===== src/rtl/pattern_eval_scheduler_pkg.sv =====
// Shared types and widths for the pattern evaluator scheduler.
//   MAX_BALLS / X_W / Y_W / ERR_W / NB_W : frame geometry and result widths
//   frame_t       : one frame of model and tracked ball positions
//   sched_state_t : scheduler FSM states
package pattern_pkg;

  localparam int MAX_BALLS = 7;
  localparam int X_W       = 11;
  localparam int Y_W       = 10;
  localparam int ERR_W     = 15;
  localparam int NB_W      = 3;

  typedef struct packed {
    logic [NB_W-1:0]                num_balls;
    logic [MAX_BALLS-1:0][X_W-1:0]  mx;
    logic [MAX_BALLS-1:0][Y_W-1:0]  my;
    logic [MAX_BALLS-1:0][X_W-1:0]  rx;
    logic [MAX_BALLS-1:0][Y_W-1:0]  ry;
  } frame_t;

  typedef enum logic [2:0] {
    S_IDLE  = 3'd0,
    S_CLEAR = 3'd1,
    S_START = 3'd2,
    S_WAIT  = 3'd3,
    S_DONE  = 3'd4
  } sched_state_t;

endpackage


===== src/rtl/pattern_eval_scheduler_if.sv =====
// Scheduler <-> Hungarian evaluator link.
//   master : scheduler side (drives reset, start strobe and frame snapshot;
//            receives done level, total squared error and verdict)
//   slave  : evaluator side
interface pattern_eval_scheduler_if;
  import pattern_pkg::*;

  logic                    eval_rst_out;
  logic                    eval_valid_out;
  logic [NB_W-1:0]         eval_num_balls_out;
  logic [X_W-1:0]          eval_model_x_out [MAX_BALLS-1:0];
  logic [Y_W-1:0]          eval_model_y_out [MAX_BALLS-1:0];
  logic [X_W-1:0]          eval_real_x_out  [MAX_BALLS-1:0];
  logic [Y_W-1:0]          eval_real_y_out  [MAX_BALLS-1:0];
  logic                    eval_valid_in;
  logic signed [ERR_W-1:0] eval_error_in;
  logic                    eval_correct_in;

  modport master (
    output eval_rst_out, eval_valid_out, eval_num_balls_out,
           eval_model_x_out, eval_model_y_out, eval_real_x_out, eval_real_y_out,
    input  eval_valid_in, eval_error_in, eval_correct_in
  );

  modport slave (
    input  eval_rst_out, eval_valid_out, eval_num_balls_out,
           eval_model_x_out, eval_model_y_out, eval_real_x_out, eval_real_y_out,
    output eval_valid_in, eval_error_in, eval_correct_in
  );

endinterface


===== src/rtl/pattern_eval_scheduler_frame_slot.sv =====
// One-frame holding register.
//   clk_in, rst_in : clock, async active-high reset
//   load           : capture frame_d (wins over clear)
//   clear          : drop the valid flag (frame was consumed)
//   frame_d        : frame to capture
//   frame_q, valid : held frame and its valid flag
//   overwrite      : a valid, unconsumed frame is being replaced this cycle
module pattern_frame_slot
  import pattern_pkg::*;
(
  input  logic   clk_in,
  input  logic   rst_in,
  input  logic   load,
  input  logic   clear,
  input  frame_t frame_d,
  output frame_t frame_q,
  output logic   valid,
  output logic   overwrite
);

  always_ff @(posedge clk_in or posedge rst_in) begin
    if (rst_in) begin
      frame_q <= '0;
      valid   <= 1'b0;
    end else if (load) begin
      frame_q <= frame_d;
      valid   <= 1'b1;
    end else if (clear) begin
      valid   <= 1'b0;
    end
  end

  assign overwrite = load & valid & ~clear;

endmodule


===== src/rtl/pattern_eval_scheduler.sv =====
// Sequences one Hungarian-matching evaluator run per frame.
//   clk_in, rst_in          : clock, async active-high reset
//   frame_valid_in + frame  : 1-cycle frame strobe with ball count and positions
//   bus (master)            : evaluator reset/start/snapshot out, done/error/verdict in
//   result_valid_out        : 1-cycle pulse, result outputs updated
//   pattern_error_out/_correct_out : last evaluator result, held
//   streak_out              : consecutive correct frames (saturating)
//   frames_dropped_out      : overwritten pending frames (saturating)
//   timeout_out             : 1-cycle pulse when a run is abandoned
//   busy_out                : scheduler not idle
module pattern_eval_scheduler
  import pattern_pkg::*;
#(
  parameter int unsigned TIMEOUT_CYCLES = 4096,
  parameter int unsigned CLEAR_CYCLES   = 2
) (
  input  logic                    clk_in,
  input  logic                    rst_in,
  input  logic                    frame_valid_in,
  input  logic [NB_W-1:0]         num_balls_in,
  input  logic [X_W-1:0]          model_x_in [MAX_BALLS-1:0],
  input  logic [Y_W-1:0]          model_y_in [MAX_BALLS-1:0],
  input  logic [X_W-1:0]          real_x_in  [MAX_BALLS-1:0],
  input  logic [Y_W-1:0]          real_y_in  [MAX_BALLS-1:0],
  pattern_eval_scheduler_if.master bus,
  output logic                    result_valid_out,
  output logic signed [ERR_W-1:0] pattern_error_out,
  output logic                    pattern_correct_out,
  output logic [7:0]              streak_out,
  output logic [7:0]              frames_dropped_out,
  output logic                    timeout_out,
  output logic                    busy_out
);

  // The evaluator needs at least two reset cycles to clear its done flag.
  localparam int unsigned CLR_N = (CLEAR_CYCLES < 2) ? 2 : CLEAR_CYCLES;
  localparam int unsigned CNT_W = $clog2(TIMEOUT_CYCLES + 1);

  sched_state_t state;
  logic [CNT_W-1:0] cnt;

  frame_t in_frame, snap_d, snap_q, pend_q;
  logic   pend_valid, pend_ovr;
  logic   snap_valid_unused, snap_ovr_unused;
  logic   frame_ok, take, consume, pend_load;

  always_comb begin
    in_frame           = '0;
    in_frame.num_balls = num_balls_in;
    for (int unsigned i = 0; i < MAX_BALLS; i++) begin
      in_frame.mx[i] = model_x_in[i];
      in_frame.my[i] = model_y_in[i];
      in_frame.rx[i] = real_x_in[i];
      in_frame.ry[i] = real_y_in[i];
    end
  end

  // Empty frames are discarded before they reach either slot.
  assign frame_ok = frame_valid_in && (num_balls_in != '0);
  // A queued frame is always launched ahead of one arriving this cycle;
  // the arriving frame then replaces it in the pending slot, which is
  // not an overwrite because the old contents were consumed.
  assign consume   = (state == S_IDLE) && pend_valid;
  assign take      = (state == S_IDLE) && (pend_valid || frame_ok);
  assign pend_load = frame_ok && ((state != S_IDLE) || pend_valid);
  assign snap_d    = pend_valid ? pend_q : in_frame;

  pattern_frame_slot u_snap (
    .clk_in    (clk_in),
    .rst_in    (rst_in),
    .load      (take),
    .clear     (1'b0),
    .frame_d   (snap_d),
    .frame_q   (snap_q),
    .valid     (snap_valid_unused),
    .overwrite (snap_ovr_unused)
  );

  pattern_frame_slot u_pend (
    .clk_in    (clk_in),
    .rst_in    (rst_in),
    .load      (pend_load),
    .clear     (consume),
    .frame_d   (in_frame),
    .frame_q   (pend_q),
    .valid     (pend_valid),
    .overwrite (pend_ovr)
  );

  always_ff @(posedge clk_in or posedge rst_in) begin
    if (rst_in) begin
      state               <= S_IDLE;
      cnt                 <= '0;
      pattern_error_out   <= '0;
      pattern_correct_out <= 1'b0;
      streak_out          <= '0;
      frames_dropped_out  <= '0;
      timeout_out         <= 1'b0;
    end else begin
      timeout_out <= 1'b0;
      if (pend_ovr && (frames_dropped_out != 8'hFF))
        frames_dropped_out <= frames_dropped_out + 8'd1;

      case (state)
        S_IDLE: begin
          if (take) begin
            state <= S_CLEAR;
            cnt   <= '0;
          end
        end
        S_CLEAR: begin
          if (cnt == CNT_W'(CLR_N - 1)) state <= S_START;
          else                           cnt   <= cnt + 1'b1;
        end
        S_START: begin
          state <= S_WAIT;
          cnt   <= '0;
        end
        S_WAIT: begin
          // Result and streak are registered together so they are all
          // valid during the DONE pulse.
          if (bus.eval_valid_in) begin
            pattern_error_out   <= bus.eval_error_in;
            pattern_correct_out <= bus.eval_correct_in;
            if (!bus.eval_correct_in)       streak_out <= '0;
            else if (streak_out != 8'hFF)   streak_out <= streak_out + 8'd1;
            state <= S_DONE;
          end else if (cnt == CNT_W'(TIMEOUT_CYCLES - 1)) begin
            timeout_out <= 1'b1;
            streak_out  <= '0;
            state       <= S_IDLE;
          end else begin
            cnt <= cnt + 1'b1;
          end
        end
        S_DONE:  state <= S_IDLE;
        default: state <= S_IDLE;
      endcase
    end
  end

  assign bus.eval_rst_out   = (state == S_IDLE) || (state == S_CLEAR);
  assign bus.eval_valid_out = (state == S_START);
  assign result_valid_out   = (state == S_DONE);
  assign busy_out           = (state != S_IDLE);

  always_comb begin
    bus.eval_num_balls_out = snap_q.num_balls;
    for (int unsigned i = 0; i < MAX_BALLS; i++) begin
      bus.eval_model_x_out[i] = snap_q.mx[i];
      bus.eval_model_y_out[i] = snap_q.my[i];
      bus.eval_real_x_out[i]  = snap_q.rx[i];
      bus.eval_real_y_out[i]  = snap_q.ry[i];
    end
  end

endmodule


===== src/flat_wrapper.sv =====
// flat-port wrapper written by rule: the top's interface ports become plain ports
module pattern_eval_scheduler_flat import pattern_pkg::*;
#(
  parameter int unsigned TIMEOUT_CYCLES = 4096,
  parameter int unsigned CLEAR_CYCLES   = 2
)
  (clk_in, rst_in, frame_valid_in, num_balls_in, model_x_in, model_y_in, real_x_in, real_y_in, result_valid_out, pattern_error_out, pattern_correct_out, streak_out, frames_dropped_out, timeout_out, busy_out, bus_eval_rst_out, bus_eval_valid_out, bus_eval_num_balls_out, bus_eval_model_x_out, bus_eval_model_y_out, bus_eval_real_x_out, bus_eval_real_y_out, bus_eval_valid_in, bus_eval_error_in, bus_eval_correct_in);
  pattern_eval_scheduler_if bus_i ();
  input  logic clk_in;
  input  logic rst_in;
  input  logic frame_valid_in;
  input  logic [NB_W-1:0] num_balls_in;
  input  logic [X_W-1:0] model_x_in[MAX_BALLS-1:0];
  input  logic [Y_W-1:0] model_y_in[MAX_BALLS-1:0];
  input  logic [X_W-1:0] real_x_in[MAX_BALLS-1:0];
  input  logic [Y_W-1:0] real_y_in[MAX_BALLS-1:0];
  output logic result_valid_out;
  output logic signed [ERR_W-1:0] pattern_error_out;
  output logic pattern_correct_out;
  output logic [7:0] streak_out;
  output logic [7:0] frames_dropped_out;
  output logic timeout_out;
  output logic busy_out;
  output wire logic [$bits(bus_i.eval_rst_out)-1:0] bus_eval_rst_out;
  output wire logic [$bits(bus_i.eval_valid_out)-1:0] bus_eval_valid_out;
  output wire logic [$bits(bus_i.eval_num_balls_out)-1:0] bus_eval_num_balls_out;
  output wire logic [$bits(bus_i.eval_model_x_out)-1:0] bus_eval_model_x_out;
  output wire logic [$bits(bus_i.eval_model_y_out)-1:0] bus_eval_model_y_out;
  output wire logic [$bits(bus_i.eval_real_x_out)-1:0] bus_eval_real_x_out;
  output wire logic [$bits(bus_i.eval_real_y_out)-1:0] bus_eval_real_y_out;
  input wire logic [$bits(bus_i.eval_valid_in)-1:0] bus_eval_valid_in;
  input wire logic [$bits(bus_i.eval_error_in)-1:0] bus_eval_error_in;
  input wire logic [$bits(bus_i.eval_correct_in)-1:0] bus_eval_correct_in;
  assign bus_eval_rst_out = bus_i.eval_rst_out;
  assign bus_eval_valid_out = bus_i.eval_valid_out;
  assign bus_eval_num_balls_out = bus_i.eval_num_balls_out;
  assign bus_eval_model_x_out = {>>{bus_i.eval_model_x_out}};
  assign bus_eval_model_y_out = {>>{bus_i.eval_model_y_out}};
  assign bus_eval_real_x_out = {>>{bus_i.eval_real_x_out}};
  assign bus_eval_real_y_out = {>>{bus_i.eval_real_y_out}};
  assign bus_i.eval_valid_in = bus_eval_valid_in;
  assign bus_i.eval_error_in = bus_eval_error_in;
  assign bus_i.eval_correct_in = bus_eval_correct_in;
  pattern_eval_scheduler #(.TIMEOUT_CYCLES(TIMEOUT_CYCLES), .CLEAR_CYCLES(CLEAR_CYCLES)) u_core (.clk_in(clk_in), .rst_in(rst_in), .frame_valid_in(frame_valid_in), .num_balls_in(num_balls_in), .model_x_in(model_x_in), .model_y_in(model_y_in), .real_x_in(real_x_in), .real_y_in(real_y_in), .bus(bus_i), .result_valid_out(result_valid_out), .pattern_error_out(pattern_error_out), .pattern_correct_out(pattern_correct_out), .streak_out(streak_out), .frames_dropped_out(frames_dropped_out), .timeout_out(timeout_out), .busy_out(busy_out));
endmodule

===== config.mk =====
export PLATFORM = sky130hd
export DESIGN_NAME = pattern_eval_scheduler_flat
export DESIGN_NICKNAME = d
export VERILOG_FILES = /design/src/rtl/pattern_eval_scheduler_pkg.sv /design/src/rtl/pattern_eval_scheduler_if.sv /design/src/rtl/pattern_eval_scheduler_frame_slot.sv /design/src/rtl/pattern_eval_scheduler.sv /design/src/flat_wrapper.sv
export SDC_FILE = /design/constraint.sdc
export NUM_CORES = 1
export LEC_CHECK = 0
export CORE_MARGIN = 2
export CORE_UTILIZATION = 29
export CTS_CLUSTER_DIAMETER = 80
export CTS_CLUSTER_SIZE = 28
export DETAILED_ROUTE_END_ITERATION = 7
export DONT_BUFFER_PORTS = 1
export PLACE_DENSITY = 0.55
export SYNTH_ARGS = -nofsm -noshare
export SYNTH_HDL_FRONTEND = slang
export SYNTH_HIERARCHICAL = 1
export SYNTH_SLANG_ARGS = --single-unit
export TNS_END_PERCENT = 50

===== constraint.sdc =====
create_clock -name clk_in -period 14.9 [get_ports clk_in]
set_input_delay 2.235 -clock clk_in [delete_from_list [all_inputs] [get_ports clk_in]]
set_output_delay 2.235 -clock clk_in [all_outputs]
set_load 0.03 [all_outputs]

==> metrics.yaml, run 1 <==
routing:
  dr.pass1.iters: 6
  vias: 14820
  drc_errors: 0
  drt_iter0_markers: 705
  drt-total-wl_mm: 72.76
  wl_per_cell_um: 22.92
  antenna_left: 0
  viasPerCell: 4.666
clock_tree:
  numClockSinks: 644
  htreeDepth: 2
  ctsRootBufferMaster: "clkbuf_16"
  clock_insertion_delay_worst_skew_ps: 630
  clkSlewWorstSetupHoldPaths_ps: 100
  holdBufCountCts: 0
  cts.repair.resized: 0
  cts_tree: "yes"
  cts_inserted_buffers: 40
  cts_buffer_depth: 3
  post_cts_buffers: 0
setup_path:
  critical_path_cell_count: 6
  cp_slowest_cell: "buf_4"
  cp_top_family: "buffers and inverters"
  crit_type: "in2reg"
  crit_arrival_ps: 6250
  crit_top_cell: "buf_4"
  crit_chain: "o31a_1, o21a_4, buf_4, buf_4, buf_4, mux2_2"
  worstPathRequired_ps: 15400
  startpoint_type: "primary input"
  critical-path-max-stage-delay_ps: 830
  end_kind: "flip-flop"
  reg2reg_depth: 6
  path_max_fanout: 49
  cp_num_buf_inv: 3
final_layout:
  nets: 2098
  final_cells: 3175
  layout_common_cells: "643 x dfrtp_1, 507 x mux2_2, 400 x mux2_4, 41 x clkbuf_16, 22 x inv_1"
  syn_to_final_growth_pct: 8.890
  antenna_cells: 0
  final_util: 0.3183
  final_common_cell: "dfrtp_1"
  drive_gt1_frac: 0.5567
grt:
  antenna_found_initial: 1
  met3_usage: 0.05597
  grt.busiest_layer: "met2"
  grt_max_degree: 134
  grt_util_met2: 0.2210
  grt_pass1_wl_mm: 107.5
  grt_pass1_vias: 16290
  grt-ovfl-total: 0
  grt.total_usage: 0.1323
  globalRouteMet1Util: 0.1501
place:
  portBuffers: 0
  dp_hpwl_mm: 48.82
  dp.cells: 3103
  gp_congestion: 0.7771
sta:
  fin_skew_ps: 44.76
  setup_tns_ps: 0
  whs_ps: 508.7
  final.min_clock_period_ps: 5747
  maxSlewHeadroom: 0.1868
  timing.final.crit_share: 0.3857
  tightest_slew_ps: 1220
  fmax_mhz: 174.0
  report.final.slew_viol_count: 0
  setup_viol: 0
  hold_viol: 0
  rsz0062_at_grt: "no"
outcome:
  status: "completed"
pwr:
  p_leak_nw: 13.88
  power_density_nw_per_um2: 214.9
  irDropWorstVdd_v: 0.0001398
min_path:
  holdPathStages: 1
  min_path_type: "reg2reg"
yosys:
  synth_fp_nets: 2151
  synth_cells: 1830
  avgSynthCellArea_um2: 16.25
  ys_warn_count: 6
  netlist_area_um2: 29740
die:
  die_w_um: 324.2
  fp.dieH_um: 324.2
  die-area_um2: 105100
  start_util: 0.2923
  ios: 651
  rows: 117
  core-area_um2: 101700
run:
  drv_cap: 0
## state kept, by name (all words and copies together) (netlist names)
name / count
u_core/timeout_out: 1
u_core/pattern_error_out: 15
u_core/u_snap/frame_q: 297
u_core/u_pend/valid: 1
u_core/pattern_correct_out: 1
u_core/u_pend/frame_q: 297
u_core/frames_dropped_out: 8
u_core/state: 3
u_core/streak_out: 8
u_core/cnt: 13
## layer usage
| layer | part of all wire | routed length, um | vias up |
|---|---|---|---|
| li1 | - | - | 6475 |
| met3 | 0.11 | 7703 | 100 |
| met4 | 0.034 | 2510 | 0 |
| met1 | 0.37 | 27230 | 7771 |
| met5 | 0 | 0 | - |
| met2 | 0.49 | 35320 | 469 |
## per-stage QoR
stage	total power, mW	cell area, um2	setup WS, ps
2_1_floorplan	5.220	29740	4432
3_3_place_gp	5.638	30880	8589
3_5_place_dp	5.702	30880	8482
4_1_cts	7.055	32380	9185
5_1_grt	7.303	32380	9038
6_report	6.958	32380	9153
## path summary, 6_finish.rpt
check | from | to | slack (ps)
min in group asynchronous | rst_in | u_core/u_pend/frame_q[156] | 1580
worst min-delay path | u_core/u_pend/frame_q[87] | u_core/u_pend/frame_q[87] | 510
worst max-delay path | num_balls_in[1] | u_core/u_pend/frame_q[141] | 9150
worst min register to register | u_core/u_pend/frame_q[87] | u_core/u_pend/frame_q[87] | 510
max in group asynchronous | rst_in | u_core/u_snap/frame_q[233] | 11620
worst max register to register | u_core/state[0] | u_core/u_pend/frame_q[141] | 9840
## cell type report
| class | count | area, um2 |
|---|---|---|
| fill | 9894 | 69360 |
| sequential | 644 | 16120 |
| multi-input combinational | 1052 | 12760 |
| tap | 1368 | 1712 |
| clock buffer | 43 | 1033 |
| clock inverter | 29 | 466.7 |
| timing repair buffer | 14 | 180.2 |
| inverter | 25 | 108.9 |
## report_power, final
| group | total [mW] | internal, mW | leakage [nW] | switching [mW] |
|---|---|---|---|---|
| registers | 3.81 | 2.33 | 7.59 | 1.48 |
| logic | 1.83 | 1.19 | 5.58 | 0.642 |
| clock network | 1.31 | 0.594 | 0.714 | 0.716 |
Power figures use the tool's default switching activity.
==> run 2, diff against run 1 <==
--- a/config.mk
+++ b/config.mk
@@ -11,7 +11,7 @@
 export CTS_CLUSTER_SIZE = 28
 export DETAILED_ROUTE_END_ITERATION = 7
 export DONT_BUFFER_PORTS = 1
-export PLACE_DENSITY = 0.55
+export PLACE_DENSITY = 0.56
 export SYNTH_ARGS = -nofsm -noshare
 export SYNTH_HDL_FRONTEND = slang
 export SYNTH_HIERARCHICAL = 1
==> constraint.sdc (replaced) <==
create_clock -name clk_in -period 4.9 [get_ports clk_in]
set_input_delay 0.735 -clock clk_in [delete_from_list [all_inputs] [get_ports clk_in]]
set_output_delay 0.735 -clock clk_in [all_outputs]
set_load 0.03 [all_outputs]
==> metrics.yaml, run 2 (same netlist as run 1, synthesis figures left out) <==
place:
  dp.cells: 3112  # +0.29%
  gp_congestion: 0.7952  # +2.3%
  dp_hpwl_mm: 50.05  # +2.5%
  place_ws_ps: 1728  # -6754 ps
  portBuffers: 0  # unchanged
sta:
  setup_viol: 0  # unchanged
  final.min_clock_period_ps: 3167
  fin_skew_ps: 25.60  # -19.17 ps
  setup_tns_ps: 0  # unchanged
  timing.final.crit_share: 0.6464
  tightest_slew_ps: 1040  # -179.9 ps
  rsz0062_at_grt: "no"
  report.final.slew_viol_count: 0  # unchanged
  maxSlewHeadroom: 0.3057  # +0.1189
  fmax_mhz: 315.7
  hold_viol: 0  # unchanged
  setup_ws_ps: 1733  # -7421 ps
die:
  die-area_um2: 105100  # unchanged
  die_w_um: 324.2  # unchanged
  fp.dieH_um: 324.2  # unchanged
  start_util: 0.2923  # unchanged
  core-area_um2: 101700  # unchanged
  rows: 117  # unchanged
  ios: 651  # unchanged
min_path:
  min_path_type: "in2async"
pwr:
  p_comb_frac: 0.265  # about the same
  power_density_nw_per_um2: 650.3  # +200%
  p_leak_nw: 13.95  # +0.49%
  power_frac_seq: 0.548  # about the same
  irDropWorstVdd_v: 0.0003333  # +140%
  swShare: 0.4077  # -0.0006531
  power_mw: 21.14  # +200%
  p_int_mw: 12.52  # +200%
  p_sw_mw: 8.618  # +200%
  p_clk_frac: 0.187  # about the same
setup_path:
  r2r-start: "u_core/state[0]"
  r2r-end: "u_core/u_pend/frame_q[128]"
  startpoint_type: "flip-flop"
  setup.worst_path.end: "u_core/u_pend/frame_q[128]"
  reg2reg_depth: 4  # -2
  path_max_fanout: 42  # -14%
  r2r_slack_ps: 1730  # -8110 ps
  end_kind: "flip-flop"
  crit_arrival_ps: 3660  # -2590 ps
  worstPathRequired_ps: 5400  # -10,000 ps
  crit_type: "reg2reg"
  crit_path_start: "u_core/state[0]"
final_layout:
  final_cells: 3183  # +0.25%
  reg.largest.list: "u_core/u_pend/frame_q (297), u_core/u_snap/frame_q (297), u_core/pattern_error_out (15)"
  nFillCells: 9797  # -0.98%
  final_util: 0.3195  # +0.001181
  syn_to_final_growth_pct: 9.294
  multi_input_comb_area_um2: 12760  # unchanged
  register_area_um2: 16120  # unchanged
  nets: 2106  # +0.38%
  layout_common_cells: "643 x dfrtp_1, 507 x mux2_2, 400 x mux2_4, 41 x clkbuf_16, 22 x inv_1"
  final_common_cell: "dfrtp_1"
  drive_gt1_frac: 0.5590  # +0.002262
grt:
  grt.busiest_layer: "met2"
  grt_pass1_vias: 16590  # +1.8%
  globalRouteMet1Util: 0.1497  # -0.0004458
  grt-ovfl-total: 0  # unchanged
  grt_pass1_wl_mm: 109.2  # +1.6%
  grt.total_usage: 0.1348  # +0.002564
  grt_util_met2: 0.2305  # +0.009544
  met3_usage: 0.05485  # -0.001121
  grt_max_degree: 134  # unchanged
  antenna_found_initial: 0  # -1
clock_tree:
  holdBufCountCts: 0  # unchanged
  numClockSinks: 644  # unchanged
  cts_inserted_buffers: 39  # -2.5%
  htreeDepth: 2  # unchanged
  cts.repair.resized: 0  # unchanged
  cts_tree: "yes"
  post_cts_buffers: 0  # unchanged
  cts_buffer_depth: 3  # unchanged
  clock_insertion_delay_worst_skew_ps: 610  # -20 ps
  ctsRootBufferMaster: "clkbuf_16"
  clkSlewWorstSetupHoldPaths_ps: 100  # about the same
run:
  drv_cap: 0  # unchanged
routing:
  vias: 14940  # +0.82%
  wl_per_cell_um: 23.16  # +1.0%
  drt-total-wl_mm: 73.71  # +1.3%
  antenna_left: 0  # unchanged
  dr.pass1.iters: 5  # -1
  drc_errors: 0  # unchanged
  drt_iter0_markers: 598  # -15%
  viasPerCell: 4.692  # +0.56%
outcome:
  status: "completed"
## run 2: cell count changes in the layout (fill, tap and decap cells not counted), moves of 2 or more
cell,change
buf_12,+7
buf_4,+2
clkinv_16,-2
inv_8,+3
## run 2: area by class of cell
class                   instances  share of cell area
inverters                      25            0.003234
multi-input cells            1052              0.3927
flip-flops and latches        644              0.4959
repair buffers                 23             0.01032
diodes                          1          0.00007699
well taps                    1368             0.05266
clock buffers                  43             0.03210
clock inverters                27             0.01301
## run 2: worst max-delay path: stages, from the launching register on
cell and delay, ps:
dfrtp_1 640, or3_1 510, o21a_4 860, buf_4 580
mux2_2 400
## run 2: how the worst min path moves through the flow
stage                               start                          to  slack, ps  cells past startpoint
6_report                           rst_in  u_core/u_pend/frame_q[293]         60                      1
3_3_place_gp    u_core/u_pend/frame_q[85]   u_core/u_pend/frame_q[85]        480                      1
4_1_cts                            rst_in  u_core/u_pend/frame_q[260]         20                      1
5_1_grt                            rst_in  u_core/u_pend/frame_q[263]         40                      1
3_5_place_dp   u_core/u_pend/frame_q[214]  u_core/u_pend/frame_q[214]        490                      1
2_1_floorplan   u_core/u_pend/frame_q[82]   u_core/u_pend/frame_q[82]        470                      1
## run 2: per-layer routing
| metal | share of wire | up-vias |
|---|---|---|
| li1 | - | 6504 |
| met1 | 0.37 | 7850 |
| met2 | 0.50 | 468 |
| met3 | 0.098 | 114 |
| met4 | 0.035 | 0 |
| met5 | 0 | - |
## run 2: metrics by stage
| step | hold slack, ps | area [um2] |
|---|---|---|
| after global routing | 37.66 | 32500 |
| after CTS | 16.39 | 32500 |
| after detailed placement | 488.0 | 31030 |
| after global placement | 483.5 | 31030 |
| after floorplan | 474.9 | 29740 |
| final | 59.88 | 32500 |
## run 2: power groups by stage
stage / Combinational, mW / Sequential (mW) / Clock (mW)
floorplan: 5.04 / 10.8 / 0
global placement: 5.45 / 11.7 / 0
detailed placement: 5.66 / 11.7 / 0
finish: 5.61 / 11.6 / 3.95
global route: 6.01 / 11.8 / 4.32
CTS: 5.67 / 11.7 / 4.12
==> run 3, diff against run 2 <==
--- a/config.mk
+++ b/config.mk
@@ -5,6 +5,7 @@
 export SDC_FILE = /design/constraint.sdc
 export NUM_CORES = 1
 export LEC_CHECK = 0
+export ABC_AREA = 1
 export CORE_MARGIN = 2
 export CORE_UTILIZATION = 29
 export CTS_CLUSTER_DIAMETER = 80
==> constraint.sdc (replaced) <==
create_clock -name clk_in -period 2.75 [get_ports clk_in]
set_input_delay 0.4125 -clock clk_in [delete_from_list [all_inputs] [get_ports clk_in]]
set_output_delay 0.4125 -clock clk_in [all_outputs]
set_load 0.03 [all_outputs]
==> metrics.yaml, run 3 <==
outcome:
  status: "completed"
sta:
  setup_viol: 0  # unchanged
  whs_ps: 51.73  # -8.152 ps
  report.final.slew_viol_count: 0  # unchanged
  fin_skew_ps: 29.73  # +4.130 ps
  timing.final.crit_share: 0.8089
  tightest_slew_ps: 961.4  # -78.51 ps
  maxSlewHeadroom: 0.3591  # +0.05335
  fmax_mhz: 449.5
  rsz0062_at_grt: "no"
  hold_viol: 0  # unchanged
  final.min_clock_period_ps: 2225
place:
  dp_hpwl_mm: 59.52  # +19%
  gp_congestion: 0.8217  # +3.3%
  dp.cells: 5010  # +61%
  portBuffers: 0  # unchanged
min_path:
  holdPathStages: 4
  min_path_type: "in2reg"
final_layout:
  syn_to_final_growth_pct: 22.44
  nets: 4400  # +110%
  nFillCells: 10160  # +3.7%
  final_common_cell: "nand2_1"
  layout_common_cells: "2,832 x nand2_1, 643 x dfrtp_1, 315 x dlygate4sd3_1, 59 x buf_4, 41 x clkbuf_16"
  final_cells: 5403  # +70%
  drive_gt1_frac: 0.04942  # -0.5096
  reg.largest.list: "u_core/u_pend/frame_q (297), u_core/u_snap/frame_q (297), u_core/pattern_error_out (15)"
routing:
  drt_iter0_markers: 1766  # +200%
  wl_per_cell_um: 16.62  # -28%
  vias: 24090  # +61%
  dr.pass1.iters: 5  # unchanged
  drc_errors: 0  # unchanged
  drt-total-wl_mm: 89.79  # +22%
  viasPerCell: 4.459  # -5.0%
  antenna_left: 0  # unchanged
grt:
  grt_pass1_wl_mm: 141.7  # +30%
  grt_max_degree: 149  # +11%
  grt-ovfl-total: 0  # unchanged
  grt_pass1_vias: 23540  # +42%
  grt.total_usage: 0.1748  # +0.03994
  antenna_found_initial: 7  # +7
pwr:
  power_density_nw_per_um2: 1042  # +60%
  p_leak_nw: 19.01  # +36%
  irDropWorstVdd_v: 0.0005909  # +77%
clock_tree:
  numClockSinks: 644  # unchanged
  cts.repair.resized: 0  # unchanged
  holdBufCountCts: 315  # +315
  cts_buffer_depth: 3  # unchanged
  clkSlewWorstSetupHoldPaths_ps: 110  # about the same
  post_cts_buffers: 0  # unchanged
  ctsRootBufferMaster: "clkbuf_16"
  htreeDepth: 2  # unchanged
  cts_tree: "yes"
  cts_inserted_buffers: 39  # unchanged
  clock_insertion_delay_worst_skew_ps: 610  # about the same
yosys:
  synth_cells: 3834  # +110%
  synth_fp_nets: 4155  # +93%
  ys_warn_count: 6  # unchanged
  avgSynthCellArea_um2: 7.456  # -54%
  netlist_area_um2: 28590  # -3.9%
setup_path:
  crit_arrival_ps: 2770  # -890 ps
  reg2reg_depth: 9  # +5
  worstPathRequired_ps: 3290  # -2110 ps
  crit_chain: "dlygate4sd3_1, inv_2, nand2_1, nand2_1, a21oi_4, buf_12, buf_12, nand2_1, nand2_1"
  cp_slowest_cell: "dlygate4sd3_1"
  crit_type: "in2reg"
  startpoint_type: "primary input"
  end_kind: "flip-flop"
  critical-path-max-stage-delay_ps: 590  # -270 ps
  path_max_fanout: 75  # +79%
  crit_top_cell: "nand2_1"
die:
  start_util: 0.2917  # -0.0005756
  ios: 651  # unchanged
  core-area_um2: 97990  # -3.7%
  rows: 115  # -1.7%
  fp.dieH_um: 318.0  # -1.9%
  die_w_um: 318.0  # -1.9%
  die-area_um2: 101100  # -3.8%
run:
  drv_cap: 0  # unchanged
-- run 3: critical path, delay by kind of cell --
| family | cells | cell delay [ps] |
|---|---|---|
| AO/OA/AOI/OAI | 1 | 380 |
| buffers and inverters | 4 | 1230 |
| AND/OR/NAND/NOR | 4 | 570 |
-- run 3: cell type report --
class,count,area (um2),share of cell area
clock buffers,42,1030,0.02942
clock inverters,28,434.2,0.01240
multi-input cells,2953,11390,0.3254
inverters,35,161.4,0.004611
flip-flops and latches,644,16120,0.4605
diodes,8,20.02,0.0005719
well taps,1287,1610,0.04601
repair buffers,406,4237,0.1210
-- run 3: worst paths after layout --
path | to | slack (ps) | from
max in group asynchronous | u_core/u_snap/frame_q[204] | 1380 | rst_in
max reg2reg | u_core/u_pend/frame_q[161] | 560 | u_core/state[2]
min | u_core/u_snap/frame_q[131] | 50 | real_x_in[61]
max | u_core/u_snap/frame_q[174] | 530 | num_balls_in[2]
min reg2reg | u_core/u_pend/frame_q[118] | 470 | u_core/u_pend/frame_q[118]
min in group asynchronous | u_core/u_pend/frame_q[106] | 330 | rst_in
-- run 3: power breakdown --
part / switching [mW] / total, mW / internal (mW)
Combinational: 7.11 / 10.6 / 3.53
Clock: 3.83 / 6.99 / 3.16
Sequential: 6.54 / 18.8 / 12.3
Total: 17.5 / 36.5 / 19.0
-- run 3: per-stage QoR --
stage	power [mW]	util	worst slack (ps)	setup TNS (ps)	area (um2)
after CTS	36.89	0.3570	560.7	0	34980
after global routing	38.96	0.3572	386.2	0	35000
after global placement	29.17	0.3099	530.3	0	30370
final	36.48	0.3572	525.4	0	35000
after detailed placement	29.33	0.3099	519.4	0	30370
after floorplan	25.57	-	-1622	-960690	28590
-- run 3: routing by layer --
layer,routed length (um),global-route usage,share of wire,up-vias
li1,-,-,-,11940
met1,38030,0.2214,0.42,11330
met2,43250,0.2944,0.48,680
met3,5668,0.03840,0.063,145
met4,2839,0.05915,0.032,0
met5,0,0,0,-
